===== src/rtl/multicycle_control_fsm_if.sv =====
// Control/status bundle between the multicycle main control unit and the 16-bit datapath.
// The control unit is the master; the datapath and its memory port form the slave side.
interface multicycle_control_fsm_if #(
  parameter int CNT_W = 16
) ();
  logic [2:0]       opcode;
  logic [3:0]       funct;
  logic             zero;
  logic             mem_ready;
  // Counter preload port (bring-up and test access to the retired-instruction counter)
  logic             cnt_load;
  logic [CNT_W-1:0] cnt_load_val;

  logic [1:0]       alu_op;
  logic             alu_src_a;
  logic [1:0]       alu_src_b;
  logic             pc_write;
  logic             ir_write;
  logic             mem_read;
  logic             mem_write;
  logic             reg_write;
  logic             iord;
  logic             reg_dst;
  logic             mem_to_reg;
  logic             pc_source;
  logic             instr_done;
  logic             illegal_instr;
  logic [3:0]       state;
  logic [CNT_W-1:0] retired_count;

  modport master (
    input  opcode, funct, zero, mem_ready, cnt_load, cnt_load_val,
    output alu_op, alu_src_a, alu_src_b, pc_write, ir_write, mem_read, mem_write,
           reg_write, iord, reg_dst, mem_to_reg, pc_source, instr_done,
           illegal_instr, state, retired_count
  );

  modport slave (
    output opcode, funct, zero, mem_ready, cnt_load, cnt_load_val,
    input  alu_op, alu_src_a, alu_src_b, pc_write, ir_write, mem_read, mem_write,
           reg_write, iord, reg_dst, mem_to_reg, pc_source, instr_done,
           illegal_instr, state, retired_count
  );
endinterface


===== src/rtl/multicycle_control_fsm.sv =====
// Multicycle main control FSM: fetch/decode/execute/memory/writeback sequencing,
// datapath enables, ALUOp generation and a retired-instruction counter.
module multicycle_control_fsm #(
  parameter int CNT_W = 16
) (
  input  logic                        clk,
  input  logic                        rst,
  multicycle_control_fsm_if.master    bus
);

  typedef enum logic [3:0] {
    S_FETCH     = 4'd0,
    S_DECODE    = 4'd1,
    S_MEM_ADDR  = 4'd2,
    S_MEM_READ  = 4'd3,
    S_WB_MEM    = 4'd4,
    S_MEM_WRITE = 4'd5,
    S_EXEC_R    = 4'd6,
    S_EXEC_I    = 4'd7,
    S_WB_ALU    = 4'd8,
    S_BRANCH    = 4'd9,
    S_TRAP      = 4'd10
  } state_e;

  // Pure state-decoded outputs; the MemReady/Zero-gated strobes are added afterwards.
  typedef struct packed {
    logic [1:0] alu_op;
    logic       alu_src_a;
    logic [1:0] alu_src_b;
    logic       mem_read;
    logic       mem_write;
    logic       reg_write;
    logic       iord;
    logic       reg_dst;
    logic       mem_to_reg;
    logic       pc_source;
    logic       instr_done;
    logic       illegal_instr;
  } moore_t;

  function automatic logic is_legal_rtype(input logic [3:0] funct);
    logic legal;
    case (funct)
      4'b0000, 4'b0001, 4'b1101, 4'b0010: legal = 1'b1;
      default:                            legal = 1'b0;
    endcase
    return legal;
  endfunction

  // The opcode argument only matters for WB_ALU, which writes rd for R-type and rt otherwise.
  function automatic moore_t decode_moore(input state_e st, input logic [2:0] opcode);
    moore_t m;
    m = '0;
    case (st)
      S_FETCH: begin
        m.mem_read  = 1'b1;
        m.alu_src_b = 2'b01;
      end
      S_DECODE: begin
        m.alu_src_b = 2'b11;
      end
      S_MEM_ADDR: begin
        m.alu_src_a = 1'b1;
        m.alu_src_b = 2'b10;
      end
      S_MEM_READ: begin
        m.mem_read = 1'b1;
        m.iord     = 1'b1;
      end
      S_WB_MEM: begin
        m.reg_write  = 1'b1;
        m.mem_to_reg = 1'b1;
        m.instr_done = 1'b1;
      end
      S_MEM_WRITE: begin
        m.mem_write = 1'b1;
        m.iord      = 1'b1;
      end
      S_EXEC_R: begin
        m.alu_src_a = 1'b1;
        m.alu_op    = 2'b10;
      end
      S_EXEC_I: begin
        m.alu_src_a = 1'b1;
        m.alu_src_b = 2'b10;
        m.alu_op    = 2'b11;
      end
      S_WB_ALU: begin
        m.reg_write  = 1'b1;
        m.reg_dst    = (opcode == 3'b000);
        m.instr_done = 1'b1;
      end
      S_BRANCH: begin
        m.alu_src_a  = 1'b1;
        m.alu_op     = 2'b01;
        m.pc_source  = 1'b1;
        m.instr_done = 1'b1;
      end
      S_TRAP: begin
        m.illegal_instr = 1'b1;
      end
      default: begin
        m = '0;
      end
    endcase
    return m;
  endfunction

  state_e           state_r;
  state_e           state_next_s;
  moore_t           moore_r;
  moore_t           moore_s;
  logic             pc_write_s;
  logic             ir_write_s;
  logic             instr_done_s;
  logic [CNT_W-1:0] retired_count_r;

  // Next-state selection from the current state, opcode/funct and MemReady.
  always_comb begin
    state_next_s = S_FETCH;
    case (state_r)
      S_FETCH: begin
        if (bus.mem_ready) state_next_s = S_DECODE;
        else               state_next_s = S_FETCH;
      end
      S_DECODE: begin
        case (bus.opcode)
          3'b000: begin
            if (is_legal_rtype(bus.funct)) state_next_s = S_EXEC_R;
            else                           state_next_s = S_TRAP;
          end
          3'b001, 3'b010, 3'b011, 3'b100: state_next_s = S_EXEC_I;
          3'b101, 3'b110:                 state_next_s = S_MEM_ADDR;
          3'b111:                         state_next_s = S_BRANCH;
          default:                        state_next_s = S_TRAP;
        endcase
      end
      S_MEM_ADDR: begin
        if (bus.opcode == 3'b110)      state_next_s = S_MEM_WRITE;
        else if (bus.opcode == 3'b101) state_next_s = S_MEM_READ;
        else                           state_next_s = S_FETCH;
      end
      S_MEM_READ: begin
        if (bus.mem_ready) state_next_s = S_WB_MEM;
        else               state_next_s = S_MEM_READ;
      end
      S_MEM_WRITE: begin
        if (bus.mem_ready) state_next_s = S_FETCH;
        else               state_next_s = S_MEM_WRITE;
      end
      S_EXEC_R, S_EXEC_I:           state_next_s = S_WB_ALU;
      S_WB_MEM, S_WB_ALU,
      S_BRANCH, S_TRAP:             state_next_s = S_FETCH;
      default:                      state_next_s = S_FETCH;
    endcase
  end

  // State register plus the state-decoded outputs registered alongside it.
  always_ff @(posedge clk) begin
    if (rst) begin
      state_r <= S_FETCH;
      moore_r <= decode_moore(S_FETCH, bus.opcode);
    end else begin
      state_r <= state_next_s;
      moore_r <= decode_moore(state_next_s, bus.opcode);
    end
  end

  // Combine registered decode with the in-cycle gated strobes; reset silences everything.
  always_comb begin
    moore_s      = '0;
    pc_write_s   = 1'b0;
    ir_write_s   = 1'b0;
    instr_done_s = 1'b0;
    if (rst) begin
      moore_s      = '0;
      pc_write_s   = 1'b0;
      ir_write_s   = 1'b0;
      instr_done_s = 1'b0;
    end else begin
      moore_s      = moore_r;
      ir_write_s   = (state_r == S_FETCH) & bus.mem_ready;
      pc_write_s   = ((state_r == S_FETCH) & bus.mem_ready) |
                     ((state_r == S_BRANCH) & (bus.zero ^ bus.funct[0]));
      instr_done_s = moore_r.instr_done | ((state_r == S_MEM_WRITE) & bus.mem_ready);
    end
  end

  // Retired-instruction counter; a preload takes priority over a retirement in the same cycle.
  always_ff @(posedge clk) begin
    if (rst) begin
      retired_count_r <= {CNT_W{1'b0}};
    end else if (bus.cnt_load) begin
      retired_count_r <= bus.cnt_load_val;
    end else if (instr_done_s) begin
      retired_count_r <= retired_count_r + {{(CNT_W-1){1'b0}}, 1'b1};
    end else begin
      retired_count_r <= retired_count_r;
    end
  end

  assign bus.alu_op        = moore_s.alu_op;
  assign bus.alu_src_a     = moore_s.alu_src_a;
  assign bus.alu_src_b     = moore_s.alu_src_b;
  assign bus.pc_write      = pc_write_s;
  assign bus.ir_write      = ir_write_s;
  assign bus.mem_read      = moore_s.mem_read;
  assign bus.mem_write     = moore_s.mem_write;
  assign bus.reg_write     = moore_s.reg_write;
  assign bus.iord          = moore_s.iord;
  assign bus.reg_dst       = moore_s.reg_dst;
  assign bus.mem_to_reg    = moore_s.mem_to_reg;
  assign bus.pc_source     = moore_s.pc_source;
  assign bus.instr_done    = instr_done_s;
  assign bus.illegal_instr = moore_s.illegal_instr;
  assign bus.state         = state_r;
  assign bus.retired_count = retired_count_r;

endmodule


===== src/flat_wrapper.sv =====
// flat-port wrapper written by rule: the top's interface ports become plain ports
module multicycle_control_fsm_flat 
#(
  parameter int CNT_W = 16
)
  (clk, rst, bus_opcode, bus_funct, bus_zero, bus_mem_ready, bus_cnt_load, bus_cnt_load_val, bus_alu_op, bus_alu_src_a, bus_alu_src_b, bus_pc_write, bus_ir_write, bus_mem_read, bus_mem_write, bus_reg_write, bus_iord, bus_reg_dst, bus_mem_to_reg, bus_pc_source, bus_instr_done, bus_illegal_instr, bus_state, bus_retired_count);
  multicycle_control_fsm_if #(.CNT_W(CNT_W)) bus_i ();
  input  logic clk;
  input  logic rst;
  input wire logic [$bits(bus_i.opcode)-1:0] bus_opcode;
  input wire logic [$bits(bus_i.funct)-1:0] bus_funct;
  input wire logic [$bits(bus_i.zero)-1:0] bus_zero;
  input wire logic [$bits(bus_i.mem_ready)-1:0] bus_mem_ready;
  input wire logic [$bits(bus_i.cnt_load)-1:0] bus_cnt_load;
  input wire logic [$bits(bus_i.cnt_load_val)-1:0] bus_cnt_load_val;
  output wire logic [$bits(bus_i.alu_op)-1:0] bus_alu_op;
  output wire logic [$bits(bus_i.alu_src_a)-1:0] bus_alu_src_a;
  output wire logic [$bits(bus_i.alu_src_b)-1:0] bus_alu_src_b;
  output wire logic [$bits(bus_i.pc_write)-1:0] bus_pc_write;
  output wire logic [$bits(bus_i.ir_write)-1:0] bus_ir_write;
  output wire logic [$bits(bus_i.mem_read)-1:0] bus_mem_read;
  output wire logic [$bits(bus_i.mem_write)-1:0] bus_mem_write;
  output wire logic [$bits(bus_i.reg_write)-1:0] bus_reg_write;
  output wire logic [$bits(bus_i.iord)-1:0] bus_iord;
  output wire logic [$bits(bus_i.reg_dst)-1:0] bus_reg_dst;
  output wire logic [$bits(bus_i.mem_to_reg)-1:0] bus_mem_to_reg;
  output wire logic [$bits(bus_i.pc_source)-1:0] bus_pc_source;
  output wire logic [$bits(bus_i.instr_done)-1:0] bus_instr_done;
  output wire logic [$bits(bus_i.illegal_instr)-1:0] bus_illegal_instr;
  output wire logic [$bits(bus_i.state)-1:0] bus_state;
  output wire logic [$bits(bus_i.retired_count)-1:0] bus_retired_count;
  assign bus_i.opcode = bus_opcode;
  assign bus_i.funct = bus_funct;
  assign bus_i.zero = bus_zero;
  assign bus_i.mem_ready = bus_mem_ready;
  assign bus_i.cnt_load = bus_cnt_load;
  assign bus_i.cnt_load_val = bus_cnt_load_val;
  assign bus_alu_op = bus_i.alu_op;
  assign bus_alu_src_a = bus_i.alu_src_a;
  assign bus_alu_src_b = bus_i.alu_src_b;
  assign bus_pc_write = bus_i.pc_write;
  assign bus_ir_write = bus_i.ir_write;
  assign bus_mem_read = bus_i.mem_read;
  assign bus_mem_write = bus_i.mem_write;
  assign bus_reg_write = bus_i.reg_write;
  assign bus_iord = bus_i.iord;
  assign bus_reg_dst = bus_i.reg_dst;
  assign bus_mem_to_reg = bus_i.mem_to_reg;
  assign bus_pc_source = bus_i.pc_source;
  assign bus_instr_done = bus_i.instr_done;
  assign bus_illegal_instr = bus_i.illegal_instr;
  assign bus_state = bus_i.state;
  assign bus_retired_count = bus_i.retired_count;
  multicycle_control_fsm #(.CNT_W(CNT_W)) u_core (.clk(clk), .rst(rst), .bus(bus_i));
endmodule

===== config.mk =====
export PLATFORM = sky130hd
export DESIGN_NAME = multicycle_control_fsm_flat
export DESIGN_NICKNAME = d
export VERILOG_FILES = /design/src/rtl/multicycle_control_fsm_if.sv /design/src/rtl/multicycle_control_fsm.sv /design/src/flat_wrapper.sv
export SDC_FILE = /design/constraint.sdc
export NUM_CORES = 1
export LEC_CHECK = 0
export ABC_CLOCK_PERIOD_IN_PS = 2200
export CAP_MARGIN = 20
export CORE_UTILIZATION = 45
export DETAILED_ROUTE_END_ITERATION = 8
export PLACE_DENSITY = 0.79
export SLEW_MARGIN = 20
export SYNTH_ARGS = -nofsm -noshare
export SYNTH_HDL_FRONTEND = slang
export SYNTH_SLANG_ARGS = --single-unit

===== constraint.sdc =====
create_clock -name clk -period 2.2 [get_ports clk]
set_clock_uncertainty 0.15 [all_clocks]
set_input_delay 0.44 -clock clk [delete_from_list [all_inputs] [get_ports clk]]
set_output_delay 0.44 -clock clk [all_outputs]
set_load 0.02 [all_outputs]

==> Flow_metrics.wiki <==
{| class="wikitable"
! Metric !! Value
|-
| Starting DRC count in detailed routing || 124
|-
| Hold Path Sink || u_core.bus.retired_count[12]$_SDFFE_PP0P_
|-
| Final period utilization || 97.4%
|-
| Net Count, Synth || 245
|-
| Data required, critical path || roughly 2.2 ns
|-
| Final net count || 325
|-
| Total wire length || 4740 microns
|-
| Gr usage total || a little under a quarter
|-
| Internal portion of total power || 1.14 mW
|-
| Worst slew margin relative to its limit || 72.7%
|-
| Count of input and output buffers || 63
|-
| Number of cells in the finished layout apart from fillers || roughly 350
|-
| Setup Crit Path Kind || primary input to register
|-
| Worst hold path depth || 2
|-
| DPL Wire Length || between 3000 and 4000 microns
|-
| Vertical die dimension || approximately 67 microns
|-
| Last weighted congestion value of the routability-driven placer || 0.788
|-
| Hold Buf Count CTS || 0
|-
| Initial cell density of the core || 47.0%
|-
| Setup violations, final || 0
|-
| Logic depth of the worst register-to-register path || 6
|-
| Number of diodes added for antenna fixing || 0
|-
| Startpoint of the lowest-slack register-to-register path || u_core.bus.state[3]$_SDFF_PP0_
|-
| Std-Cell Core Area || 4000 sq um
|-
| Data arrival time at the worst-slack endpoint || 2.17 ns
|-
| Cell at the root of the clock tree || clkbuf_8
|-
| Result of the run || finished, final reports clean
|-
| TritonCTS clock tree || built
|-
| Commonest non-fill, non-tap cells in the layout || 42 x clkdlybuf4s50_1, 34 x dfxtp_1, 23 x buf_4
|-
| Vias per Instance || around 5.4
|-
| Maximum resistive drop on vdd || 0.343 mV
|-
| Worst setup slack after layout || 0.0571 ns
|-
| Kind of launch point of the worst setup path || primary input
|-
| Reg-to-reg slack, setup || 0.20 ns
|-
| Antenna violation net count after detailed routing || 0
|-
| Post-synthesis register bit count || 34
|-
| Number of different library cells in the post-synthesis netlist || 53
|-
| Net switching share of the total power || 29.3%
|-
| Clock share of power || 27.8%
|-
| Largest fanout on the critical path || 7
|-
| Pin count of the biggest net entering global routing || 31
|-
| Leakage power of the design || 1.17 nW
|-
| Setup repair after global routing missed its margin || false
|-
| Final Hold Fails || 0
|-
| I/O pin total || 64
|-
| Maximum clock path buffer count || 2
|-
| Most common cell after layout, fill and taps aside || clkdlybuf4s50_1
|-
| Total negative slack for setup checks || 0 ns
|-
| Worst-Skew Late Latency || around 0.28 ns
|-
| Worst setup EP type || register
|-
| Endpoint of the worst-slack reg-to-reg timing path || u_core.moore_r[12]$_SDFF_PP0_
|-
| Relative contribution of sequential cells to total power || 43.2%
|-
| Final Max Tran Viols || 0
|-
| Wire length of the first global-routing pass || 7690 microns
|-
| Power density cells || 577 nW/um^2
|-
| Layout overhead on the synthesized area || 48.8%
|-
| Psw || 0.473 mW
|-
| Min Clock Period, post-route || approximately 2.1 ns
|-
| Type of the worst min-delay path || register to register
|-
| Antenna violations before repair || 0
|-
| Post-Synthesis Cell Area || 1880 sq um
|-
| Wire length per cell || between 10 and 15 microns
|-
| Async set or reset register ratio after synthesis || 0%
|-
| Slew at the pin closest to its max-slew limit || 0.409 ns
|-
| Count of warnings emitted by yosys || 0
|-
| Proportion of layout cells with a drive suffix above 1 || 17.6%
|-
| Final Power || 1.62 mW
|-
| DRC viols || 0
|-
| Maxcap violations || 0
|-
| Combinational share of power || 29.0%
|-
| Worst Setup Slack post-DPL || -0.428 ns
|-
| Startpoint of the worst hold path || u_core.bus.retired_count[12]$_SDFFE_PP0P_
|-
| Die Span X || 66.6 microns
|-
| Placed Cells incl. Taps || 339
|-
| H-tree levels || 2
|-
| Most used DFF post-synth || dfxtp_1
|-
| Placement Rows || 23
|-
| Highest achievable clock rate || between 400 and 500 MHz
|-
| Part of the Yosys area used for sequential elements || ~36%
|-
| Number of enable-type register cells in the synthesized netlist || 0
|-
| Vias in the first global route || 1715
|-
| TritonCTS Buffers || 5
|-
| Number of iterations in the first detailed-routing pass || 4
|-
| Die area || 4440 sq um
|-
| Total via count after detailed routing || 1851
|-
| # clock sinks || 34
|-
| Post-Syn Instances || 216
|-
| Layout filler cell count || 348
|-
| Clock transition at the registers of the reported paths || about 0.06 ns
|-
| Avg Inst Size Synth || 8.71 sq um
|-
| Congestion Overflow GR || 0
|}
## cell families (layout without fill, tap and decap cells)
family,count (synthesis),after routing,share of synthesized area [%]
and+or+nand+nor,101,101,34.4
AOI/OAI and AO/OA,41,41,15.4
DFF,34,34,36.2
buffers and inverters,20,99,4.32
xor gates and xnor gates,18,18,8.38
adders and majority gates,1,1,0.665
muxes,1,1,0.599
## stage by stage
step           utilization (%)  hold WS, ns  area (sq um)
2_1_floorplan                -        0.426          1880
3_3_place_gp              67.4        0.390          2700
3_5_place_dp              67.4        0.434          2700
4_1_cts                   68.9        0.443          2760
5_1_grt                   70.0        0.470          2800
6_report                  70.0        0.446          2800
## timing repair
action,4_1_cts,5_1_grt
pin swaps,0,2
setup buffers,0,0
resized for setup,24,14
setup endpoints to repair,16,30
## layer usage
layer,vias up,part of all wire (%),track usage [%]
met5,-,0,0
li1,923,-,-
met1,861,44,26.7
met4,0,1.3,7.18
met3,10,5.0,4.79
met2,57,50,40.8
## cell type report
| cell class | count | area, sq um | share of cell area [%] |
|---|---|---|---|
| repair buffers | 87 | 803 | 28.7 |
| flip-flops and latches | 34 | 681 | 24.3 |
| well taps | 50 | 62.6 | 2.24 |
| inverters | 6 | 22.5 | 0.805 |
| clock buffers | 6 | 82.6 | 2.95 |
| multi-input cells | 162 | 1150 | 41.0 |
## power groups by stage
stage               Clock (mW)  Combinational (mW)  Sequential, mW
floorplan                    0               0.218           0.739
global placement             0               0.466           0.709
detailed placement           0               0.472           0.711
CTS                      0.460               0.464           0.698
global route             0.484               0.511           0.704
finish                   0.450               0.468           0.698
## worst max-delay path by stage
stage	startpoint	cells past startpoint	slack (ns)	endpoint
after floorplan	rst	3	0.1	bus_pc_write
after global placement	bus_funct[0]	5	-0.39	bus_pc_write
after detailed placement	bus_funct[0]	5	-0.43	bus_pc_write
after CTS	bus_opcode[0]	6	0.02	u_core.moore_r[12]$_SDFF_PP0_
after global routing	bus_opcode[2]	6	0.004	u_core.moore_r[8]$_SDFF_PP1_
final	bus_opcode[2]	6	0.06	u_core.moore_r[8]$_SDFF_PP1_
## critical path: stages
cell and delay, ns:
clkdlybuf4s50_1 0.63, nor4bb_1 0.42, o21ai_1 0.11, and2_1 0.18, xor2_1 0.14, a41o_1 0.24
## cells in the mapped netlist (5+ instances only)
cell	count	share of area, %
dfxtp_1	34	36
nor2b_1	17	5.7
nor2_1	22	4.4
a21oi_1	8	2.1
a211oi_1	12	4.8
nand2_1	14	2.8
inv_1	5	1.0
nand2b_1	5	1.7
xor2_1	5	2.3
xnor2_1	13	6.1
clkbuf_1	11	2.2
nand3_1	5	1.3
## flip-flops by register name, indices dropped and copies added, names as in the netlist
register	count
u_core.bus.retired_count	16
u_core.moore_r	14
u_core.bus.state	4
No activity file was read; power rests on OpenSTA's default activity.
